<file path="src/rtl/rom_arbiter.sv">
// Two-port round-robin arbiter sharing one synchronous-read ROM between fetch and load.
// One request in flight at a time; data returns two cycles after grant with a valid strobe.
module rom_arbiter #(
    parameter int unsigned N    = 32,
    parameter int unsigned SIZE = 1024,
    localparam int unsigned AW  = $clog2(SIZE)
) (
    input  logic          clk,
    input  logic          rstn,
    input  logic          if_req,
    input  logic [AW-1:0] if_addr,
    output logic          if_gnt,
    output logic          if_rvalid,
    output logic          if_err,
    output logic [N-1:0]  if_rdata,
    input  logic          ls_req,
    input  logic [AW-1:0] ls_addr,
    output logic          ls_gnt,
    output logic          ls_rvalid,
    output logic          ls_err,
    output logic [N-1:0]  ls_rdata,
    output logic [AW-1:0] rom_addr,
    input  logic [N-1:0]  rom_data
);
    localparam int unsigned LAST_OK = SIZE - 4;

    typedef enum logic [1:0] {IDLE, ISSUE, DATA} state_t;

    state_t        state;
    state_t        state_nxt;
    logic          owner_ls;
    logic          err_q;
    logic          last_ls;
    logic          accept;
    logic          pick_ls;
    logic [AW-1:0] sel_addr;

    // Arbitration and next state: accept possible in IDLE and DATA, never during ISSUE.
    always_comb begin
        state_nxt = state;
        accept    = 1'b0;
        pick_ls   = 1'b0;
        if_gnt    = 1'b0;
        ls_gnt    = 1'b0;
        if (rstn && (state != ISSUE) && (if_req || ls_req)) begin
            accept  = 1'b1;
            pick_ls = ls_req && (!if_req || !last_ls);
            if_gnt  = !pick_ls;
            ls_gnt  = pick_ls;
        end
        sel_addr = pick_ls ? ls_addr : if_addr;
        case (state)
            IDLE:    if (accept) state_nxt = ISSUE;
            ISSUE:   state_nxt = DATA;
            DATA:    state_nxt = accept ? ISSUE : IDLE;
            default: state_nxt = IDLE;
        endcase
    end

    always_ff @(posedge clk or negedge rstn) begin
        if (!rstn) state <= IDLE;
        else       state <= state_nxt;
    end

    // Transaction context captured on accept and held through ISSUE and DATA.
    always_ff @(posedge clk or negedge rstn) begin
        if (!rstn) begin
            rom_addr <= '0;
            owner_ls <= 1'b0;
            err_q    <= 1'b0;
            last_ls  <= 1'b1;
        end else if (accept) begin
            rom_addr <= sel_addr;
            owner_ls <= pick_ls;
            err_q    <= (sel_addr > AW'(LAST_OK));
            last_ls  <= pick_ls;
        end
    end

    // Response decode: only the owner sees rvalid; out-of-range reads return zero.
    always_comb begin
        if_rvalid = (state == DATA) && !owner_ls;
        ls_rvalid = (state == DATA) && owner_ls;
        if_err    = if_rvalid && err_q;
        ls_err    = ls_rvalid && err_q;
        if_rdata  = (if_rvalid && !err_q) ? rom_data : '0;
        ls_rdata  = (ls_rvalid && !err_q) ? rom_data : '0;
    end

endmodule

</file>
<file path="config.mk">
export PLATFORM = sky130hd
export DESIGN_NAME = rom_arbiter
export DESIGN_NICKNAME = d
export VERILOG_FILES = /design/src/rtl/rom_arbiter.sv
export SDC_FILE = /design/constraint.sdc
export NUM_CORES = 1
export LEC_CHECK = 0
export ABC_AREA = 1
export BUFFER_PORTS_ARGS = -buffer_cell sky130_fd_sc_hd__buf_4
export CORE_MARGIN = 10
export CORE_UTILIZATION = 37
export DETAILED_ROUTE_END_ITERATION = 7
export GPL_TIMING_DRIVEN = 0
export PLACE_DENSITY_LB_ADDON = 0.12
export SYNTH_ARGS = -nofsm -noshare
export SYNTH_HDL_FRONTEND = slang
export SYNTH_SLANG_ARGS = --single-unit
</file>
<file path="constraint.sdc">
create_clock -name clk -period 2.71 [get_ports clk]
set_input_delay 0.4065 -clock clk [delete_from_list [all_inputs] [get_ports clk]]
set_output_delay 0.4065 -clock clk [all_outputs]
set_load 0.01 [all_outputs]
</file>
# Word level (Yosys, flattened, before mapping)
# Cells that the tools add are included.
classes:
  order_cmp: 1
  eq_ne: 4
  mux: 9
  n_reduce_logical: 17
ops:
  columns: ["op", "n"]
  rows:
  - ["two-way mux 32 bit", 2]
  - ["greater-than comparator 10 bit, second input constant", 1]
  - ["two-way mux 10 bit", 1]
  - ["logical AND 1 bit", 9]
  - ["one-hot mux 2 bit (3 select lines)", 1]
  - ["logical NOT 1 bit", 5]
  - ["two-way mux 1 bit", 4]
  - ["equality test 2 x 1 -> 1 bit, second input constant", 1]
  - ["equality test 2 bit, second input constant", 1]
  - ["logical NOT 2 bit", 1]
  - ["logical OR 1 bit", 2]
  - ["two-way mux 2 bit", 1]
  - ["inequality test 2 x 1 -> 1 bit, second input constant", 1]
  - ["inequality test 2 bit, second input constant", 1]
word_totals:
  register_bits: 15
  in_bits: 56
  wordCells: 36

# Longest topological paths before layout
# Gate-level depths: netlist (run 1).
logic_depth:
  depth_word: 6
  mapped_depth: 11
  depth_no_buf: 10

# Worst setup path before layout (run 1)
# Ideal clock, no wire load.
synth_path:
  path_kind: "flip-flop to output port"
  startpoint: "register state[0]"
  endpoint: "output port if_rdata[10]"
  t_arrival_ns: 1.307
  slack_ns: 0.997
  stages_incl_launch_ff: 7
  n_path_buf: 1
  cell_sequence: "dfrtp_1 nor2_1 inv_1 nor2_1 nand2_1 clkbuf_1 nor2_1"
synth_between:
  elab_chain_cells: 4
synth_rtl:
  columns: ["element", "line", "text"]
  rows:
  - ["start, declared", "29", "state_t state;"]
  - ["start signal, assigned", "62", "else state <= state_nxt;"]
  - ["equality test 2 bit", "82", "if_rvalid = (state == DATA) && !owner_ls;"]
  - ["logical AND 1 bit", "82", null]
  - ["named net if_rvalid", "13", "output logic if_rvalid,"]
  - ["logical AND 1 bit", "86", "if_rdata = (if_rvalid && !err_q) ? rom_data : '0;"]
  - ["two-way mux 32 bit", "86", null]
  - ["end, declared", "15", "output logic [N-1:0] if_rdata,"]
# The timed path passes the listed nets, and every way through them passes these cells.

# Final worst setup path (run 1)
layout_path:
  startpoint: "input port rstn"
  endpoint: "output port if_gnt"
layout_between:
  elab_chain_cells: 3
layout_rtl:
  columns: ["element", "line", "text"]
  rows:
  - ["start, declared", "9", "input logic rstn,"]
  - ["logical AND 1 bit (2 in a row)", "45", "if (rstn && (state != ISSUE) && (if_req || ls_req)) begin"]
  - ["two-way mux 1 bit", "45", null]
  - ["end, declared", "12", "output logic if_gnt,"]
# No other way between the ends.

==> results of run 1 <==
==> per-stage QoR <==
stage	worst slack [ns]	hold WS [ns]
after detailed placement	0.888	0.279
after global placement	0.913	0.277
after floorplan	0.997	0.111
after CTS	0.339	0.334
after global routing	0.207	0.361
final	0.363	0.338
==> how the worst max path moves through the flow <==
stage	start	end	depth (start not counted)
floorplan	state[0]	if_rdata[10]	6
global placement	rstn	if_gnt	6
detailed placement	state[1]	if_rdata[11]	8
CTS	rstn	if_gnt	7
global route	rstn	if_gnt	7
finish	rstn	if_gnt	7
==> worst max-delay path: cells and delay by family <==
family | cells | cell delay [ns]
buffers and inverters | 4 | 1.04
AND/OR/NAND/NOR | 3 | 0.48
==> per-layer routing <==
layer | track usage | wire length (um)
met3 | 0.0611 | 649
met2 | 0.317 | 2840
met4 | 0.0401 | 68
met5 | 0 | 0
met1 | 0.202 | 2170
==> cell families after synthesis <==
| family | count (synthesis) |
|---|---|
| AOI/OAI and AO/OA | 5 |
| buffers and inverters | 52 |
| DFF | 15 |
| and+or+nand+nor | 144 |
==> cell type report <==
class	count	area share
buffer	9	0.0236
clock buffer	4	0.0112
inverter	43	0.0691
multi-input combinational	149	0.274
sequential	15	0.161
tap	44	0.0236
timing repair buffer	136	0.438
==> synthesized netlist by cell type <==
cell / n
a21oi_1: 2
o21ai_0: 1
inv_1: 42
buf_6: 1
nor2_1: 70
o21ai_1: 1
clkbuf_1: 6
dfstp_2: 1
clkbuf_8: 1
nand2_4: 1
nand3_4: 1
buf_4: 1
a21oi_4: 1
dfrtp_1: 14
nor2_2: 2
nand2_1: 56
inv_2: 1
nand3_1: 8
nor3_1: 3
nor2_4: 3
==> power by group <==
group          internal [uW]  switching (uW)  leakage (uW)
registers                261            22.5      0.000187
clock network           57.3            75.9     0.0000150
logic                    180             185       0.00131
total                    498             284       0.00151
==> layout by cell type, fill, tap and decap left out, drive strengths merged <==
| master | Yosys | layout |
|---|---|---|
| nor3 | 3 | 3 |
| dfstp | 1 | 1 |
| buf | 2 | 137 |
| nand2 | 57 | 57 |
| dfrtp | 14 | 14 |
| a21oi | 3 | 3 |
| dlygate4sd3 | 0 | 1 |
| o21ai | 2 | 2 |
| nor2 | 75 | 75 |
| nand3 | 9 | 9 |
| clkbuf | 7 | 11 |
| inv | 43 | 43 |
==> registers in the layout (all words and copies together) (netlist names) <==
| name | count |
|---|---|
| err_q | 1 |
| owner_ls | 1 |
| state | 2 |
| rom_addr | 10 |
| last_ls | 1 |
==> results.cfg, run 1 <==
[cells_and_area]
nFillCells = 275
design_area_um2 = 2340
fin_cells = 400
regArea_um2 = 377
antenna_cells = 0
nets = 413
drive_above_1_share = 0.424
multi_input_area_um2 = 639
synthToLayoutAreaGrowth_pct = 89.6
final_util = 0.747

[route]
ant_nets = 0
drt_iter0_drc = 44
drt_pre_antenna_iters = 4
avgViaCountPerCell = 4.39
drc = 0
vias = 1754
routed_wl_um = 5720
wl_per_cell_um = 14.3

[yosys]
netlist_area_um2 = 1230
synth-compound-area-share = 0.0294
synthCells = 216
yosys.area_share.xor_xnor = 0
yosysUniqueCellTypes = 20
yosysTopAreaCellShare = 0.284
synth-simple-area-share = 0.489
synth_top_family_by_area = simple AND/OR/NAND/NOR gates
synth_fp_nets = 272
yosys_register_bits = 15
yosysWarnings = 0
synth_mux_area_frac = 0
synth_area_leaders = dfrtp_1 28%, nor2_1 21%, nand2_1 17%, inv_1 13%, nand3_1 3.2%
synth_top_area_cell = dfrtp_1
syn_avg_cell_area_um2 = 5.71
synthAdderAreaFrac = 0
ys_seq_area_frac = 0.306

[placed_design]
placedCellCount = 395
portBuffers = 135
dpl.hpwl_um = 4950
placed_cell_area_um2 = 2300
gp_congestion = 0.834

[sta]
finalClockSkew_ns = 0.00663
worst_slew_pin_slew_ns = 0.442
rsz0062_at_grt = false
final.min_clock_period_ns = 2.35
hold_viol_final = 0
setup_viol = 0
setup_tns_ns = 0
relSlewSlack = 0.705
min_period_over_period = 0.866
fmax_ghz = 0.426
drv_slew = 0

[clock_tree]
cts_sinks = 15
clk_latency_ns = 0.29
post_cts_buffers = 0
cts_buffers = 3
cts_tree = done
htreeDepth = 1
cts_root_buf = clkbuf_4
cts_resized = 0
cts.clk_slew.worst_paths_ns = 0.09
cts_max_path_buffers = 2
cts_hold_buf = 1

[floorplan]
die_area_um2 = 6040
die_y_um = 77.7
pin_count = 136
core_um2 = 3130
rows = 20
initial_core_util = 0.394
die_w_um = 77.7

[grt]
grt_pass1_vias = 1740
antenna_found_initial = 0
grt_max_degree = 18
grt_overflow = 0
grt_first_pass_wirelength_um = 9000
grtUsageTotal = 0.179

[power_and_ir_drop]
p_total_uw = 781
vdd_drop_max_mv = 0.280
p_leak_uw = 0.00151
cellPowerDensity_nw_per_um2 = 334

[worst_hold_path]
min_from = if_addr[0]
hold_path.class = in2reg
hold_path_depth = 3
hold_end = rom_addr[0]

[critical_path]
r2r_cells = 10
crit_path_max_fanout = 17
r2r_slack_ns = 1.18
cp.arrival_ns = 1.94
start_kind = primary input
crit_path_frequent_cell = buf_4
slowest_delay_ns = 0.52
r2r_start = state[0]
crit_required_ns = 2.30
crit_chain = dlygate4sd3_1 -> buf_4 -> inv_1 -> nor2_4 -> nand2_1 -> nor2_1 -> buf_4
timing.rr.end = err_q
crit_type = in2out
crit_slowest_cell = dlygate4sd3_1
crit_path_end_kind = output pin

[outcome]
status = finished, final reports clean

[run]
cap_violations = 0
No activity file was read; power rests on OpenSTA's default activity.
==> run 2, diff against run 1 <==
--- a/config.mk
+++ b/config.mk
@@ -8,7 +8,7 @@
 export ABC_AREA = 1
 export BUFFER_PORTS_ARGS = -buffer_cell sky130_fd_sc_hd__buf_4
 export CORE_MARGIN = 10
-export CORE_UTILIZATION = 37
+export CORE_UTILIZATION = 31
 export DETAILED_ROUTE_END_ITERATION = 7
 export GPL_TIMING_DRIVEN = 0
 export PLACE_DENSITY_LB_ADDON = 0.12
==> constraint.sdc (replaced) <==
create_clock -name clk -period 2.1 [get_ports clk]
set_input_delay 0.315 -clock clk [delete_from_list [all_inputs] [get_ports clk]]
set_output_delay 0.315 -clock clk [all_outputs]
set_load 0.01 [all_outputs]
==> results.cfg, run 2 (same netlist as run 1, synthesis figures left out) <==
[outcome]
status = finished, final reports clean

[grt]
grt_max_degree = 15
grtUsageTotal = 0.157
grt_overflow = 0
antenna_found_initial = 0
grt_pass1_vias = 1666
grt_first_pass_wirelength_um = 9180

[cells_and_area]
reg_top3 = rom_addr x10, state x2
drive_above_1_share = 0.441
antenna_cells = 0
nFillCells = 359
largest_reg_flops = 10
fin_cells = 404
nets = 413
regMostFlops = rom_addr
final_cell_mix = 136 x buf_4, 70 x nor2_1, 56 x nand2_1
mostFrequentLayoutCell = buf_4
synthToLayoutAreaGrowth_pct = 92.4

[sta]
rsz0062_at_grt = false
finalClockSkew_ns = 0.00639
hold_viol_final = 0
relSlewSlack = 0.570
drv_slew = 0
final.min_clock_period_ns = 1.97
fmax_ghz = 0.509
min_period_over_period = 0.936
setup_tns_ns = 0
worst_slew_pin_slew_ns = 0.643
setup_viol = 0

[clock_tree]
cts_root_buf = clkbuf_8
htreeDepth = 1
cts_sinks = 15
cts.clk_slew.worst_paths_ns = 0.07
cts_tree = done
cts_max_path_buffers = 2
post_cts_buffers = 0
clk_latency_ns = 0.25
cts_buffers = 3

[placed_design]
portBuffers = 135
dpl.hpwl_um = 5010
placedCellCount = 399
gp_congestion = 0.833

[critical_path]
cp.arrival_ns = 1.65
slowest_delay_ns = 0.36
crit_slowest_cell = dfrtp_1
r2r_slack_ns = 0.58
timing.rr.end = err_q
crit_path_end_kind = output pin
start_kind = flop
crit_type = reg2out
crit_required_ns = 1.78
r2r_cells = 10
r2r_start = state[0]
crit_chain = inv_1 -> nor2_1 -> inv_1 -> nor2_1 -> nand2_1 -> buf_1 -> nor2_1 -> buf_4
crit_path_max_fanout = 10
crit_path_frequent_cell = nor2_1
path_delay_family = buffers and inverters
crit_buf_inv = 4

[floorplan]
die_area_um2 = 6900
initial_core_util = 0.329
core_um2 = 3740
die_w_um = 83.1
rows = 22
die_y_um = 83.1
pin_count = 136

[route]
wl_per_cell_um = 14.3
drc = 0
routed_wl_um = 5770
drt_iter0_drc = 32
avgViaCountPerCell = 4.27
vias = 1727
drt_pre_antenna_iters = 4
ant_nets = 0

[power_and_ir_drop]
p_leak_uw = 0.00153
vdd_drop_max_mv = 0.348
cellPowerDensity_nw_per_um2 = 456

[worst_hold_path]
hold_path.class = in2async

[run]
cap_violations = 0
[run 2: worst reg2reg max path: stages (launching register included)]
cell and delay (ns):
dfrtp_1 0.42, nand2_4 0.11, nand2_1 0.09, nor2_4 0.18, buf_4 0.21, nand3_1 0.08
nand2_1 0.09, nand2_1 0.05, nor2_1 0.10, nand3_1 0.08, nand2_1 0.06
[run 2: how the worst max path moves through the flow]
stage	from	endpoint	slack (ns)	cells past startpoint
global route	state[0]	if_rdata[12]	0.002	7
finish	state[1]	ls_rdata[25]	0.13	8
global placement	state[1]	if_rdata[4]	0.38	8
CTS	state[1]	if_rdata[19]	0.09	8
detailed placement	state[1]	if_rdata[19]	0.37	8
floorplan	state[0]	if_rdata[10]	0.48	6
[run 2: metrics by stage]
| step | hold WS (ns) | cell area (um2) | utilization | setup slack [ns] | total power [uW] |
|---|---|---|---|---|---|
| 4_1_cts | 0.00630 | 2360 | 0.632 | 0.0885 | 1090 |
| 3_5_place_dp | 0.187 | 2310 | 0.616 | 0.371 | 848 |
| 6_report | 0.00535 | 2370 | 0.633 | 0.135 | 1080 |
| 2_1_floorplan | 0.0194 | 1230 | - | 0.478 | 576 |
| 3_3_place_gp | 0.186 | 2310 | 0.616 | 0.383 | 842 |
| 5_1_grt | 0.00212 | 2370 | 0.633 | 0.00151 | 1160 |
[run 2: cell type report]
cell class,count,area (um2),share of cell area
clock buffer,3,41.3,0.0174
multi-input combinational,149,639,0.270
sequential,15,377,0.159
timing repair buffer,136,1020,0.432
inverter,43,161,0.0681
buffer,9,61.3,0.0259
tap,48,60.1,0.0253
clock inverter,1,7.51,0.00317
[run 2: where the power goes]
part | internal, uW | leakage [uW] | switching, uW
clock | 133 | 0.0000217 | 108
sequential | 337 | 0.000187 | 29.4
combinational | 234 | 0.00132 | 241
total | 704 | 0.00153 | 378
[run 2: routing by layer]
metal | routed length (um) | GRT usage | up-vias
met5 | 0 | 0 | -
met4 | 32 | 0.0277 | 0
met3 | 540 | 0.0586 | 5
met2 | 2670 | 0.256 | 92
met1 | 2520 | 0.191 | 734
li1 | - | - | 896
[run 2: repair_timing]
item,CTS,global route
resized for setup,0,11
endpoints found under the setup margin,0,31
endpoints found under the hold margin,14,0
hold buffers,1,0
